### config.mk
export PLATFORM = sky130hd
export DESIGN_NAME = if_id_fetch_stage_flat
export DESIGN_NICKNAME = d
export VERILOG_FILES = /design/src/rtl/if_id_fetch_stage_if.sv /design/src/rtl/if_id_fetch_stage.sv /design/src/flat_wrapper.sv
export SDC_FILE = /design/constraint.sdc
export NUM_CORES = 1
export LEC_CHECK = 0
export CAP_MARGIN = 20
export CORE_MARGIN = 4
export CORE_UTILIZATION = 38
export DETAILED_ROUTE_END_ITERATION = 8
export MAX_ROUTING_LAYER = met4
export PLACE_DENSITY = 0.84
export REMOVE_ABC_BUFFERS = 1
export SYNTH_ARGS = -nofsm -noshare
export SYNTH_HDL_FRONTEND = slang
export SYNTH_SLANG_ARGS = --single-unit
### constraint.sdc
create_clock -name clk -period 2.07 [get_ports clk]
set_input_delay 0.207 -clock clk [delete_from_list [all_inputs] [get_ports clk]]
set_output_delay 0.207 -clock clk [all_outputs]
set_load 0.05 [all_outputs]
### src/rtl/if_id_fetch_stage_if.sv
// Bus between the fetch stage and its environment: instruction ROM port,
// hazard/redirect controls from ID, and the IF/ID register outputs.
interface if_id_fetch_stage_if #(
    parameter int unsigned ROM_ADDR_W = 8
);
    logic [ROM_ADDR_W-1:0] rom_addr;
    logic [31:0]           rom_data;
    logic                  stall;
    logic                  flush;
    logic                  branch_taken;
    logic [31:0]           branch_target;
    logic                  jump;
    logic [25:0]           jump_addr;
    logic                  jr;
    logic [31:0]           jr_target;
    logic [31:0]           pc_out;
    logic [31:0]           ifid_instr;
    logic [31:0]           ifid_pc_plus4;
    logic                  ifid_valid;

    modport master (
        output rom_addr, pc_out, ifid_instr, ifid_pc_plus4, ifid_valid,
        input  rom_data, stall, flush, branch_taken, branch_target,
               jump, jump_addr, jr, jr_target
    );

    modport slave (
        input  rom_addr, pc_out, ifid_instr, ifid_pc_plus4, ifid_valid,
        output rom_data, stall, flush, branch_taken, branch_target,
               jump, jump_addr, jr, jr_target
    );
endinterface

### src/rtl/if_id_fetch_stage.sv
// MIPS instruction-fetch stage with IF/ID pipeline register: PC sequencing,
// jr/jump/branch redirection (no delay slot), load-use stall and flush.
module if_id_fetch_stage #(
    parameter logic [31:0] RESET_PC   = 32'h0040_0000,
    parameter int unsigned ROM_ADDR_W = 8,
    parameter logic [31:0] NOP_INSTR  = 32'h0000_0000
) (
    input logic                  clk,
    input logic                  reset,
    if_id_fetch_stage_if.master  bus
);
    localparam int unsigned XLEN = 32;
    localparam logic [XLEN-1:0] ALIGN_MASK = ~XLEN'(3);

    logic [XLEN-1:0] pc;
    logic [XLEN-1:0] pc_plus4;
    logic [XLEN-1:0] pc_next;
    logic [XLEN-1:0] redirect_target;
    logic            redirect;

    logic [XLEN-1:0] ifid_instr;
    logic [XLEN-1:0] ifid_pc_plus4;
    logic            ifid_valid;
    logic [XLEN-1:0] instr_next;
    logic [XLEN-1:0] pp4_next;
    logic            valid_next;

    // Next-PC selection: stall > jr > jump > branch > sequential
    always_comb begin
        pc_plus4        = pc + XLEN'(4);
        redirect        = bus.jr | bus.jump | bus.branch_taken;
        redirect_target = pc_plus4;
        if (bus.jr) begin
            redirect_target = bus.jr_target & ALIGN_MASK;
        end else if (bus.jump) begin
            // j/jal region comes from the ID instruction's PC+4, not the fetch PC
            redirect_target = {ifid_pc_plus4[31:28], bus.jump_addr, 2'b00};
        end else if (bus.branch_taken) begin
            redirect_target = bus.branch_target & ALIGN_MASK;
        end

        pc_next = pc_plus4;
        if (bus.stall) begin
            pc_next = pc;
        end else if (redirect) begin
            pc_next = redirect_target;
        end
    end

    // IF/ID update: flush > stall > redirect bubble > load fetched word
    always_comb begin
        instr_next = bus.rom_data;
        pp4_next   = pc_plus4;
        valid_next = 1'b1;
        if (bus.flush || (!bus.stall && redirect)) begin
            instr_next = NOP_INSTR;
            pp4_next   = '0;
            valid_next = 1'b0;
        end else if (bus.stall) begin
            instr_next = ifid_instr;
            pp4_next   = ifid_pc_plus4;
            valid_next = ifid_valid;
        end
    end

    always_ff @(posedge clk or negedge reset) begin
        if (!reset) begin
            pc            <= RESET_PC;
            ifid_instr    <= NOP_INSTR;
            ifid_pc_plus4 <= '0;
            ifid_valid    <= 1'b0;
        end else begin
            pc            <= pc_next;
            ifid_instr    <= instr_next;
            ifid_pc_plus4 <= pp4_next;
            ifid_valid    <= valid_next;
        end
    end

    assign bus.rom_addr      = pc[ROM_ADDR_W+1:2];
    assign bus.pc_out        = pc;
    assign bus.ifid_instr    = ifid_instr;
    assign bus.ifid_pc_plus4 = ifid_pc_plus4;
    assign bus.ifid_valid    = ifid_valid;
endmodule

### src/flat_wrapper.sv
// flat-port wrapper written by rule: the top's interface ports become plain ports
module if_id_fetch_stage_flat 
#(
    parameter logic [31:0] RESET_PC   = 32'h0040_0000,
    parameter int unsigned ROM_ADDR_W = 8,
    parameter logic [31:0] NOP_INSTR  = 32'h0000_0000
)
  (clk, reset, bus_rom_addr, bus_pc_out, bus_ifid_instr, bus_ifid_pc_plus4, bus_ifid_valid, bus_rom_data, bus_stall, bus_flush, bus_branch_taken, bus_branch_target, bus_jump, bus_jump_addr, bus_jr, bus_jr_target);
  if_id_fetch_stage_if #(.ROM_ADDR_W(ROM_ADDR_W)) bus_i ();
  input logic clk;
  input logic reset;
  output wire logic [$bits(bus_i.rom_addr)-1:0] bus_rom_addr;
  output wire logic [$bits(bus_i.pc_out)-1:0] bus_pc_out;
  output wire logic [$bits(bus_i.ifid_instr)-1:0] bus_ifid_instr;
  output wire logic [$bits(bus_i.ifid_pc_plus4)-1:0] bus_ifid_pc_plus4;
  output wire logic [$bits(bus_i.ifid_valid)-1:0] bus_ifid_valid;
  input wire logic [$bits(bus_i.rom_data)-1:0] bus_rom_data;
  input wire logic [$bits(bus_i.stall)-1:0] bus_stall;
  input wire logic [$bits(bus_i.flush)-1:0] bus_flush;
  input wire logic [$bits(bus_i.branch_taken)-1:0] bus_branch_taken;
  input wire logic [$bits(bus_i.branch_target)-1:0] bus_branch_target;
  input wire logic [$bits(bus_i.jump)-1:0] bus_jump;
  input wire logic [$bits(bus_i.jump_addr)-1:0] bus_jump_addr;
  input wire logic [$bits(bus_i.jr)-1:0] bus_jr;
  input wire logic [$bits(bus_i.jr_target)-1:0] bus_jr_target;
  assign bus_rom_addr = bus_i.rom_addr;
  assign bus_pc_out = bus_i.pc_out;
  assign bus_ifid_instr = bus_i.ifid_instr;
  assign bus_ifid_pc_plus4 = bus_i.ifid_pc_plus4;
  assign bus_ifid_valid = bus_i.ifid_valid;
  assign bus_i.rom_data = bus_rom_data;
  assign bus_i.stall = bus_stall;
  assign bus_i.flush = bus_flush;
  assign bus_i.branch_taken = bus_branch_taken;
  assign bus_i.branch_target = bus_branch_target;
  assign bus_i.jump = bus_jump;
  assign bus_i.jump_addr = bus_jump_addr;
  assign bus_i.jr = bus_jr;
  assign bus_i.jr_target = bus_jr_target;
  if_id_fetch_stage #(.RESET_PC(RESET_PC), .ROM_ADDR_W(ROM_ADDR_W), .NOP_INSTR(NOP_INSTR)) u_core (.clk(clk), .reset(reset), .bus(bus_i));
endmodule
# Yosys cells after proc, flatten, opt, wreduce, memory -nomap -nowiden
# Index checks and enable logic that the tools add are counted.
op_classes:
  muxes: 10
  addsub: 1
  n_reduce_logical: 3
  bitwise_logic: 2
  eq_ne: 1
op_table:
  columns: ["cell", "count"]
  rows:
  - ["32-bit 2-to-1 mux", 8]
  - ["32-bit by 3-bit adder with 32-bit output, second input constant", 1]
  - ["1-bit 2-to-1 mux", 2]
  - ["2-bit by 1-bit inequality test with 1-bit output, second input constant", 1]
  - ["1-bit OR", 2]
  - ["1-bit logical AND", 1]
  - ["1-bit logical NOT", 1]
  - ["1-bit logical OR", 1]
totals:
  output_inout_bits: 105
  reg_bits: 97
  word_cells: 21
  inputBits: 129

# Depth between registers and ports, before layout
# Gate-level depths: netlist of run 1.
depth:
  ltp_word: 5
  ltp_mapped: 8
  depth_no_buf: 6

# Least setup slack after synthesis of run 1
# No wires, ideal clock.
synth_path:
  path_type: "reg-to-reg"
  from: "register u_core.pc[4] (netlist: u_core.bus.pc_out[4])"
  to: "register u_core.pc[19] (netlist: u_core.bus.pc_out[19])"
  stages_incl_launch_ff: 7
  setup_slack_ps: -280
  n_path_buf: 1
  t_arrival_ps: 2228
  setup_time_ps: 122
  cell_sequence: "dfrtp_1 buf_2 nand4_1 or3_4 or3_4 o221a_1 o22a_1"
synth_between:
  elab_chain_len: 5
synth_rtl:
  columns: ["element", "line_no", "source"]
  rows:
  - ["from (decl)", "if_id_fetch_stage.sv:15", "logic [XLEN-1:0] pc;"]
  - ["from (signal assigned)", "if_id_fetch_stage.sv:73", "pc <= pc_next;"]
  - ["32-bit by 3-bit adder with 32-bit output (*)", "if_id_fetch_stage.sv:30", "pc_plus4 = pc + XLEN'(4);"]
  - ["32-bit 2-to-1 mux", "if_id_fetch_stage.sv:38", "end else if (bus.branch_taken) begin"]
  - ["32-bit 2-to-1 mux", "if_id_fetch_stage.sv:35", "end else if (bus.jump) begin"]
  - ["32-bit 2-to-1 mux", "if_id_fetch_stage.sv:33", "if (bus.jr) begin"]
  - ["32-bit 2-to-1 mux (*)", "if_id_fetch_stage.sv:45", "end else if (redirect) begin"]
# Mark *: on every way between the ends. The rest lies on a longest branch, timed or not.
# A chain may end at the register's enable or synchronous reset.

# Worst setup path in the final report of run 1
layout_path:
  from: "register u_core.pc[4] (netlist: u_core.bus.pc_out[4])"
  to: "output bus_pc_out[4]"
layout_lines:
  columns: ["element", "line_no", "source"]
  rows:
  - ["to (decl)", "flat_wrapper.sv:13", "output wire logic [$bits(bus_i.pc_out)-1:0] bus_pc_out;"]
# No word-level cell between the ends.

==> results of run 1 <==
==> cells in the final DEF, fill, tap and decap left out, drive strengths merged, types with 6 or more instances in the layout <==
cell type      instances
clkdlybuf4s50        222
dfrtp                 92
a22o                  60
nand2                 58
buf                   56
a21oi                 37
o21ai                 27
o22ai                 24
xnor2                 23
nor2                  20
nand3                 17
o22a                  10
clkbuf                10
nor3                  10
nand4                  9
inv                    9
a31oi                  8
and3                   6
==> synth_stat cells (2+ instances only) <==
| cell type | instances | share of area [%] |
|---|---|---|
| dfrtp_1 | 92 | 46 |
| a22o_1 | 60 | 10 |
| nand2_1 | 58 | 4.3 |
| a21oi_1 | 37 | 3.7 |
| clkbuf_1 | 31 | 2.3 |
| o21ai_0 | 27 | 2.7 |
| o22ai_1 | 24 | 3.0 |
| xnor2_1 | 23 | 4.0 |
| nor2_1 | 20 | 1.5 |
| nand3_1 | 17 | 1.7 |
| buf_4 | 12 | 1.8 |
| o22a_1 | 10 | 1.7 |
| nor3_1 | 9 | 0.90 |
| a31oi_1 | 8 | 0.99 |
| nand4_1 | 8 | 0.99 |
| inv_1 | 7 | 0.52 |
| and3_1 | 6 | 0.75 |
| buf_2 | 6 | 0.60 |
| o221ai_1 | 5 | 0.87 |
| xor2_1 | 5 | 0.87 |
| a22oi_1 | 4 | 0.60 |
| a2bb2oi_1 | 4 | 0.70 |
| o221a_2 | 4 | 0.90 |
| and4_1 | 3 | 0.52 |
| nor4_1 | 3 | 0.37 |
| o21a_1 | 3 | 0.45 |
| o2bb2a_1 | 3 | 0.60 |
| a221oi_1 | 2 | 0.35 |
| buf_1 | 2 | 0.15 |
| mux2i_1 | 2 | 0.40 |
| nand2b_1 | 2 | 0.25 |
| o211ai_1 | 2 | 0.30 |
| o32ai_1 | 2 | 0.35 |
| or2_2 | 2 | 0.25 |
| or3_4 | 2 | 0.45 |
==> area by class of cell <==
class                           instances  area share (%)
Inverter                                8           0.371
Tap cell                              172            2.66
Timing Repair Buffer                  279            33.3
Sequential cell                        93            28.7
Clock inverter                          6            1.45
Multi-Input combinational cell        376            30.7
Clock buffer                           10            2.83
==> where the power goes <==
group / internal, mW / switching [mW] / leakage, nW / total [mW]
clock: 1.20 / 0.744 / 0.165 / 1.94
combinational: 0.684 / 0.929 / 1.96 / 1.61
sequential: 1.91 / 0.117 / 1.22 / 2.03
total: 3.79 / 1.79 / 3.35 / 5.58
==> layer usage <==
| layer | track usage (%) | routed length, um |
|---|---|---|
| met1 | 30.7 | 7500 |
| met2 | 39.8 | 9030 |
| met3 | 4.16 | 1520 |
| met4 | 9.90 | 605 |
| met5 | - | 0 |
==> registers in the layout, summed over array words and instances (netlist names) <==
name / cells
u_core.bus.ifid_instr: 32
u_core.bus.ifid_valid: 1
u_core.bus.ifid_pc_plus4: 30
u_core.bus.pc_out: 30
==> worst reg2reg max path, delay by kind of cell, from the launching register on <==
| kind | cells | cell delay [ps] |
|---|---|---|
| AOI/OAI and AO/OA | 2 | 440 |
| DFF | 1 | 400 |
| and+or+nand+nor | 3 | 1030 |
==> how the worst min path moves through the flow <==
stage | to | slack, ps | cells after the start
after detailed placement | u_core.bus.ifid_instr[6]$_DFFE_PN0P_ | 110 | 1
after CTS | u_core.bus.ifid_instr[6]$_DFFE_PN0P_ | 300 | 2
after global routing | u_core.bus.ifid_instr[19]$_DFFE_PN0P_ | 310 | 2
final | u_core.bus.ifid_instr[6]$_DFFE_PN0P_ | 300 | 2
after global placement | u_core.bus.ifid_instr[6]$_DFFE_PN0P_ | 110 | 1
after floorplan | u_core.bus.ifid_instr[0]$_DFFE_PN0P_ | -90 | 0
==> what timing repair did <==
action	in CTS	in global routing
setup endpoints to repair	0	5
hold buffers	1	0
resized for setup	0	6
endpoints found under the hold margin	19	0
==> stage by stage <==
step	hold WS (ps)	setup TNS, ps	cell area, sq um	utilization (%)
2_1_floorplan	-88.6	-67630	4800	-
3_3_place_gp	110	0	7710	60.4
3_5_place_dp	112	0	7710	60.4
4_1_cts	298	0	8070	63.2
5_1_grt	307	0	8100	63.4
6_report	299	0	8100	63.4
==> cell families (layout without fill, tap and decap cells) <==
family,after synthesis,in the layout
buf+inv,59,303
flops,93,93
simple gates,141,141
other cells,1,4
compound gates,200,200
fa+ha+maj,1,1
xor+xnor,28,28
mux,2,2
==> results.toml, run 1 <==
[status]
run_status = "complete, no violations"

[floorplanning]
dieWidth_um = 123
floorplan.die.height_um = 123
core-area_sq_um = 12800
fp-row-count = 41
effective_utilization_at_floorplan_pct = 39.4
ios = 234
fp.dieArea_sq_um = 15100

[yosys]
yosys.cell_types.count = 55
post_synth_xor_area_fraction_pct = 4.87
synth-seq-area-share_pct = 46.3
post_synth_fa_ha_maj_area_fraction_pct = 0.249
mappedNetlistArea_sq_um = 5030
synthesis.instances = 525
synth_async_sr_flop_share_pct = 100
syn_avg_cell_area_sq_um = 9.58
synth-compound-area-share_pct = 28.6
synthFlopType = "dfrtp_1"
synth.area.mux_share_pct = 0.398
synth_top_family_by_area = "compound AO/OA/AOI/OAI gates"
synth_simple_gate_area_share_pct = 14.1
yosysWarningCount = 0
synth_enable_flop_cells = 0
postSynthRegisterBits = 93

[global_routing]
antenna_found_initial = 0
grt_use_total_pct = 24.5
grt-ovfl-total = 0
global_route_wire_length_before_repair_mm = 28.4
first_global_vias = 5361
grt_max_degree = 44

[critical_path]
regToRegEndpoint = "u_core.bus.pc_out[19]$_DFFE_PN0N_"
crit_chain = "buf_4 > clkdlybuf4s50_1"
cp.depth = 2
timing.reg2reg.worst_path_depth = 5
worst-endpoint-arrival_ps = 1800
crit_path_end = "bus_pc_out[4]"
timing.critical_path.from_type = "register"
reg2reg_setup_slack_ps = 90
endpoint_kind = "primary output"
timing.rr.start = "u_core.bus.pc_out[10]$_DFFE_PN0N_"
worst-path-max-fanout = 6
worst_path_largest_cell_delay_ps = 810
timing.critical_path.from = "u_core.bus.pc_out[4]$_DFFE_PN0N_"
critical-path-top-delay-family = "buffers and inverters"
critPathSlowestCell = "clkdlybuf4s50_1"
worst_ep_required_time_ps = 1860
path_class = "reg -> out"
critical_path.n_buffers_inverters = 2

[route]
drtAntennaViolNets = 0
routed-via-count = 5436
dr_drc_count = 0
drt_pass1_iterations = 5
routed_wire_length_per_instance_um = 19.8
vias_per_cell = 5.76
drt_iter0_markers = 360
routed_wirelength_mm = 18.7

[layout]
final_layout_size_suffix_gt1_share_pct = 11.8
layout.area.seq_sq_um = 2330
num-fill-cells = 1026
syn2layout_area_growth_pct = 61.1
multiInputGateArea_sq_um = 2480
antenna_cells_inserted = 0
stdcell_count = 944
fin_nets = 897

[power]
power.ir.vdd_worst_mv = 0.425
cellLeakagePower_nw = 3.35
power.total_mw = 5.58
pd_cells_nw_per_um2 = 689

[clock_network]
clock_insertion_delay_worst_skew_ps = 340
numCtsBuffers = 9
cts_buffer_depth = 2
clock_tree.htree_level_count = 3
clock_sinks = 93
cts_setup_buffers = 0
cts_tree = "built"
path_clk_slew_ps = 70
clk_root_buffer_cell = "clkbuf_16"

[sta]
max_slew.worst_pin.slew_ps = 599
setup_ws_ps = 60.2
finalMaxSlewViolations = 0
skew_ps = 9.04
finalCritPeriodShare_pct = 97.1
timing.fmax_ghz = 0.498
final-hold-violation-count = 0
post_route_minimum_period_ps = 2010
max_transition_margin_pct = 60.0
setup_viol = 0
grt_setup_unrepaired = "no"

[placed_design]
placed_cells = 927
dp_hpwl_mm = 13.8
finalWeightedCongestion = 0.961
dp_worst_setup_slack_ps = 31.1
placement.io_buffers = 225

[job]
maximum_capacitance_violations = 0

[worst_hold_path]
holdCritPathClass = "in -> async"
Note: power is estimated with default switching activity, not from simulation.
==> run 2: changes to the inputs <==
==> constraint.sdc (replaced) <==
create_clock -name clk -period 2.07 [get_ports clk]
set_input_delay 0.414 -clock clk [delete_from_list [all_inputs] [get_ports clk]]
set_output_delay 0.414 -clock clk [all_outputs]
set_load 0.05 [all_outputs]
==> run 2 against run 1 <==
Clock skew is 3.2 ps lower. Non-clock buffer count is 5 higher. Clock-buffer cell count is 3 higher. Critical path depth is 1 lower. Core utilization is 0.24 points lower. First-iteration DRC count is 3.1% lower. Sequential cell count stayed put. Design area is 0.39% lower. Critical path type unchanged. Largest cell class unchanged. Largest power group unchanged.
==> results.toml, run 2 (synthesized netlist as in run 1, its figures left out) <==
[sta]
grt_setup_unrepaired = "yes"
final-hold-violation-count = 0
timing.fmax_ghz = 0.495
max_slew.worst_pin.slew_ps = 559
finalCritPeriodShare_pct = 97.5
post_route_minimum_period_ps = 2020
finalMaxSlewViolations = 0
setup_viol = 0
skew_ps = 5.83
max_transition_margin_pct = 62.6

[route]
drtAntennaViolNets = 0
routed-via-count = 5374
routed_wire_length_per_instance_um = 19.7
vias_per_cell = 5.66
routed_wirelength_mm = 18.7
drt_iter0_markers = 349
dr_drc_count = 0
drt_pass1_iterations = 5

[power]
combPwrFrac_pct = 28.5
p_sw_mw = 1.73
cellLeakagePower_nw = 3.45
pd_cells_nw_per_um2 = 692
p_sw_share_pct = 31.0
power.total_mw = 5.58
clock_power_share_pct = 35.2
cell_internal_pwr_mw = 3.85
power.ir.vdd_worst_mv = 0.379
seq_power_share_pct = 36.3

[floorplanning]
floorplan.die.height_um = 123
dieWidth_um = 123
effective_utilization_at_floorplan_pct = 39.4
ios = 234
core-area_sq_um = 12800
fp-row-count = 41
fp.dieArea_sq_um = 15100

[critical_path]
endpoint_kind = "primary output"
timing.critical_path.from_type = "register"
critPathSlowestCell = "clkdlybuf4s50_1"
worst_ep_required_time_ps = 1660
critical_path.n_buffers_inverters = 1
crit_chain = "clkdlybuf4s50_1"
worst-endpoint-arrival_ps = 1600
worst_path_largest_cell_delay_ps = 850
worst-path-max-fanout = 5
critical-path-top-delay-family = "buffers and inverters"
path_class = "reg -> out"

[layout]
final_cell_mix = "clkdlybuf4s50_1 (185), dfrtp_1 (92), buf_4 (84)"
fin_nets = 902
final_layout_size_suffix_gt1_share_pct = 15.7
largest_register_ffs = 32
fin_area_sq_um = 8070
stdcell_count = 949
layout.cells.most_common = "clkdlybuf4s50_1"
final_core_util_pct = 63.2
antenna_cells_inserted = 0
syn2layout_area_growth_pct = 60.4
registers.top_by_ff_count = "u_core.bus.ifid_instr"

[global_routing]
grt-ovfl-total = 0
grt_max_degree = 51
antenna_found_initial = 0
grt_use_total_pct = 24.9
first_global_vias = 5509
global_route_wire_length_before_repair_mm = 28.6

[clock_network]
clock_tree.htree_level_count = 3
cts_buffer_depth = 2
path_clk_slew_ps = 70
cts_tree = "built"
clock_sinks = 93
cts_setup_buffers = 0
clk_root_buffer_cell = "clkbuf_16"
numCtsBuffers = 9
clock_insertion_delay_worst_skew_ps = 340

[job]
maximum_capacitance_violations = 0

[worst_hold_path]
holdCritPathClass = "in -> async"

[status]
run_status = "complete, no violations"

[placed_design]
placement.io_buffers = 225
postPlaceCellArea_sq_um = 7690
dp_hpwl_mm = 14.0
placed_cells = 933
finalWeightedCongestion = 0.924
## run 2: area by class of cell
type                       instances  area [sq um]
clock inverter                     3          90.1
tap                              172           215
clock buffer                      13           270
inverter                           8          30.0
timing repair buffer             284          2670
fill                            1049          4700
sequential                        93          2330
multi-input combinational        376          2470
## run 2: path summary, 6_finish.rpt
| check | start | to | slack [ps] | depth (start not counted) |
|---|---|---|---|---|
| min reg2reg | u_core.bus.ifid_valid$_DFFE_PN0P_ | u_core.bus.ifid_valid$_DFFE_PN0P_ | 500 | 1 |
| min in group clk | u_core.bus.ifid_valid$_DFFE_PN0P_ | u_core.bus.ifid_valid$_DFFE_PN0P_ | 500 | 1 |
| min | reset | u_core.bus.ifid_pc_plus4[28]$_DFFE_PN0P_ | 20 | 1 |
| max in group asynchronous | reset | u_core.bus.ifid_instr[18]$_DFFE_PN0P_ | 1390 | 2 |
| max reg2reg | u_core.bus.pc_out[22]$_DFFE_PN1N_ | u_core.bus.pc_out[27]$_DFFE_PN0N_ | 130 | 6 |
| max | u_core.bus.pc_out[28]$_DFFE_PN0N_ | bus_pc_out[28] | 50 | 1 |
## run 2: power by group through the flow
stage	clock (mW)	sequential, mW	combinational (mW)
final	1.97	2.03	1.59
after global routing	2.07	2.04	1.68
after CTS	2.01	2.02	1.59
after detailed placement	0	2.06	1.59
after global placement	0	2.05	1.55
after floorplan	0	2.48	0.366
## run 2: what timing repair did
action,4_1_cts,5_1_grt
resized for setup,4,8
hold buffers,0,0
pin swaps,0,1
endpoints found under the setup margin,6,13
## run 2: per-stage QoR
stage / hold WS, ps / setup slack (ps) / setup TNS (ps)
2_1_floorplan: 118 / -1150 / -80260
6_report: 19.8 / 51.8 / 0
3_5_place_dp: 379 / -150 / -5350
3_3_place_gp: 377 / -94.4 / -2830
5_1_grt: 28.7 / -34.1 / -34.1
4_1_cts: 10.2 / 0.259 / 0
## run 2: routing by layer
metal | GRT usage [%] | share of wire [%] | up-vias
met2 | 40.8 | 48 | 294
met3 | 5.03 | 9.0 | 45
li1 | - | - | 2458
met4 | 10.2 | 3.0 | 0
met5 | - | 0 | -
met1 | 30.2 | 40 | 2577
==> run 3: changes to the inputs <==
--- a/config.mk
+++ b/config.mk
@@ -12,6 +12,7 @@
 export MAX_ROUTING_LAYER = met4
 export PLACE_DENSITY = 0.84
 export REMOVE_ABC_BUFFERS = 1
+export SETUP_SLACK_MARGIN = 0.2
 export SYNTH_ARGS = -nofsm -noshare
 export SYNTH_HDL_FRONTEND = slang
 export SYNTH_SLANG_ARGS = --single-unit
==> run 3 against run 2 <==
Sequential share of layout area down 0.18 points. Sequential power about the same. Core utilization up 0.56 points. Design area rose by 0.88%. Sequential cell count is the same. Non-clock buffer count grew 8. Largest power group unchanged.
==> results.toml, run 3 (synthesized netlist as in run 1, its figures left out) <==
[route]
drt_pass1_iterations = 7
drt_iter0_markers = 333
dr_drc_count = 0
vias_per_cell = 5.68
routed_wire_length_per_instance_um = 19.7
routed_wirelength_mm = 18.8
routed-via-count = 5440
drtAntennaViolNets = 0

[layout]
final_core_util_pct = 63.7
largest_register_ffs = 32
syn2layout_area_growth_pct = 61.9
layout.cells.most_common = "clkdlybuf4s50_1"
layout.area.seq_sq_um = 2330
antenna_cells_inserted = 0
num-fill-cells = 1062
final_cell_mix = "clkdlybuf4s50_1 (119), buf_4 (92), dfrtp_1 (87)"
final_layout_size_suffix_gt1_share_pct = 18.6
fin_nets = 910
registers.top_by_ff_count = "u_core.bus.ifid_instr"
stdcell_count = 957
multiInputGateArea_sq_um = 2570

[clock_network]
clock_tree.htree_level_count = 3
clock_sinks = 93
path_clk_slew_ps = 70
numCtsBuffers = 9
clk_root_buffer_cell = "clkbuf_16"
cts_hold_buf = 0
cts_buffer_depth = 2
cts_tree = "built"
clock_insertion_delay_worst_skew_ps = 340

[floorplanning]
core-area_sq_um = 12800
floorplan.die.height_um = 123
dieWidth_um = 123
ios = 234
fp-row-count = 41
fp.dieArea_sq_um = 15100
effective_utilization_at_floorplan_pct = 39.4

[placed_design]
dp_worst_setup_slack_ps = -150
dp_hpwl_mm = 14.0
placement.io_buffers = 225
finalWeightedCongestion = 0.924
placed_cells = 933

[critical_path]
worst-endpoint-arrival_ps = 2100
regToRegEndpoint = "u_core.bus.pc_out[25]$_DFFE_PN0N_"
worst_ep_required_time_ps = 2300
timing.critical_path.from_type = "register"
critPathSlowestCell = "dfrtp_1"
timing.rr.start = "u_core.bus.pc_out[10]$_DFFE_PN0N_"
reg2reg_setup_slack_ps = 200
worst_path_largest_cell_delay_ps = 390
path_class = "reg -> reg"
worst-path-max-fanout = 5
timing.critical_path.from = "u_core.bus.pc_out[10]$_DFFE_PN0N_"
timing.reg2reg.worst_path_depth = 7
crit_chain = "nand4_4 > buf_4 > nor3_2 > buf_4 > nand4_1 > o221a_2 > o22a_1"
crit_path_end = "u_core.bus.pc_out[25]$_DFFE_PN0N_"
cpMostUsedCell = "buf_4"
endpoint_kind = "register"

[sta]
max_slew.worst_pin.slew_ps = 559
max_transition_margin_pct = 62.9
final-hold-violation-count = 0
setup_viol = 0
post_route_minimum_period_ps = 1870
finalCritPeriodShare_pct = 90.3
setup_ws_ps = 200
finalSetupTns_ps = 0
skew_ps = 7.36
timing.fmax_ghz = 0.535
grt_setup_unrepaired = "yes"
finalMaxSlewViolations = 0

[power]
cellLeakagePower_nw = 3.81
pd_cells_nw_per_um2 = 688
power.ir.vdd_worst_mv = 0.403

[global_routing]
antenna_found_initial = 0
grt-ovfl-total = 0
grt_use_total_pct = 25.1
first_global_vias = 5543
grt_max_degree = 51
global_route_wire_length_before_repair_mm = 28.9

[job]
maximum_capacitance_violations = 0

[status]
run_status = "complete, no violations"

[worst_hold_path]
holdCritPathClass = "in -> async"
-- run 3: changes by cell type in the layout (fill, tap and decap cells not counted), sizes merged --
cell,before,now
dlymetal6s2s,5,2
buf,90,98
clkdlybuf4s50,185,119
dlygate4sd2,4,73
-- run 3: final cells by class --
type / count / share of cell area [%]
clock inverters: 3 / 1.11
multi-input cells: 376 / 31.5
inverters: 8 / 0.369
repair buffers: 292 / 32.4
flip-flops and latches: 93 / 28.7
clock buffers: 13 / 3.32
well taps: 172 / 2.64
-- run 3: worst max-delay path: cells and delay by family, from the launching register on --
family / cells / cell delay (ps)
compound gates: 2 / 480
buf+inv: 2 / 370
simple gates: 3 / 520
flops: 1 / 390
-- run 3: metal layers --
| layer | part of all wire [%] | global-route usage (%) |
|---|---|---|
| met5 | 0 | - |
| met1 | 39 | 30.2 |
| met2 | 49 | 41.1 |
| met4 | 3.0 | 10.4 |
| met3 | 9.1 | 5.31 |
-- run 3: repair_timing --
| action | 4_1_cts | 5_1_grt |
|---|---|---|
| gates cloned | 0 | 0 |
| pin swaps | 8 | 7 |
| setup endpoints to repair | 88 | 30 |
| hold endpoints to repair | 0 | 0 |
| buffers inserted | 4 | 4 |
| gates resized for setup | 81 | 19 |
-- run 3: worst min-delay path by stage --
stage	startpoint	end	cells past startpoint
global route	reset	u_core.bus.pc_out[20]$_DFFE_PN0N_	1
finish	reset	u_core.bus.ifid_instr[8]$_DFFE_PN0P_	1
CTS	reset	u_core.bus.pc_out[20]$_DFFE_PN0N_	1
global placement	reset	u_core.bus.ifid_instr[6]$_DFFE_PN0P_	1
detailed placement	reset	u_core.bus.ifid_instr[28]$_DFFE_PN0P_	1
floorplan	reset	u_core.bus.ifid_instr[0]$_DFFE_PN0P_	0
-- run 3: power by group --
group	switching, mW	internal (mW)	total [mW]
clock	0.685	1.28	1.97
sequential	0.113	1.92	2.03
combinational	0.954	0.657	1.61
total	1.75	3.85	5.61
-- run 3: stage by stage --
| step | total power [mW] | hold WS, ps | instance area (sq um) |
|---|---|---|---|
| 2_1_floorplan | 2.85 | 118 | 4800 |
| 3_3_place_gp | 3.60 | 377 | 7690 |
| 3_5_place_dp | 3.64 | 379 | 7690 |
| 4_1_cts | 5.62 | 10.2 | 8030 |
| 5_1_grt | 5.81 | 28.7 | 8140 |
| 6_report | 5.61 | 18.6 | 8140 |
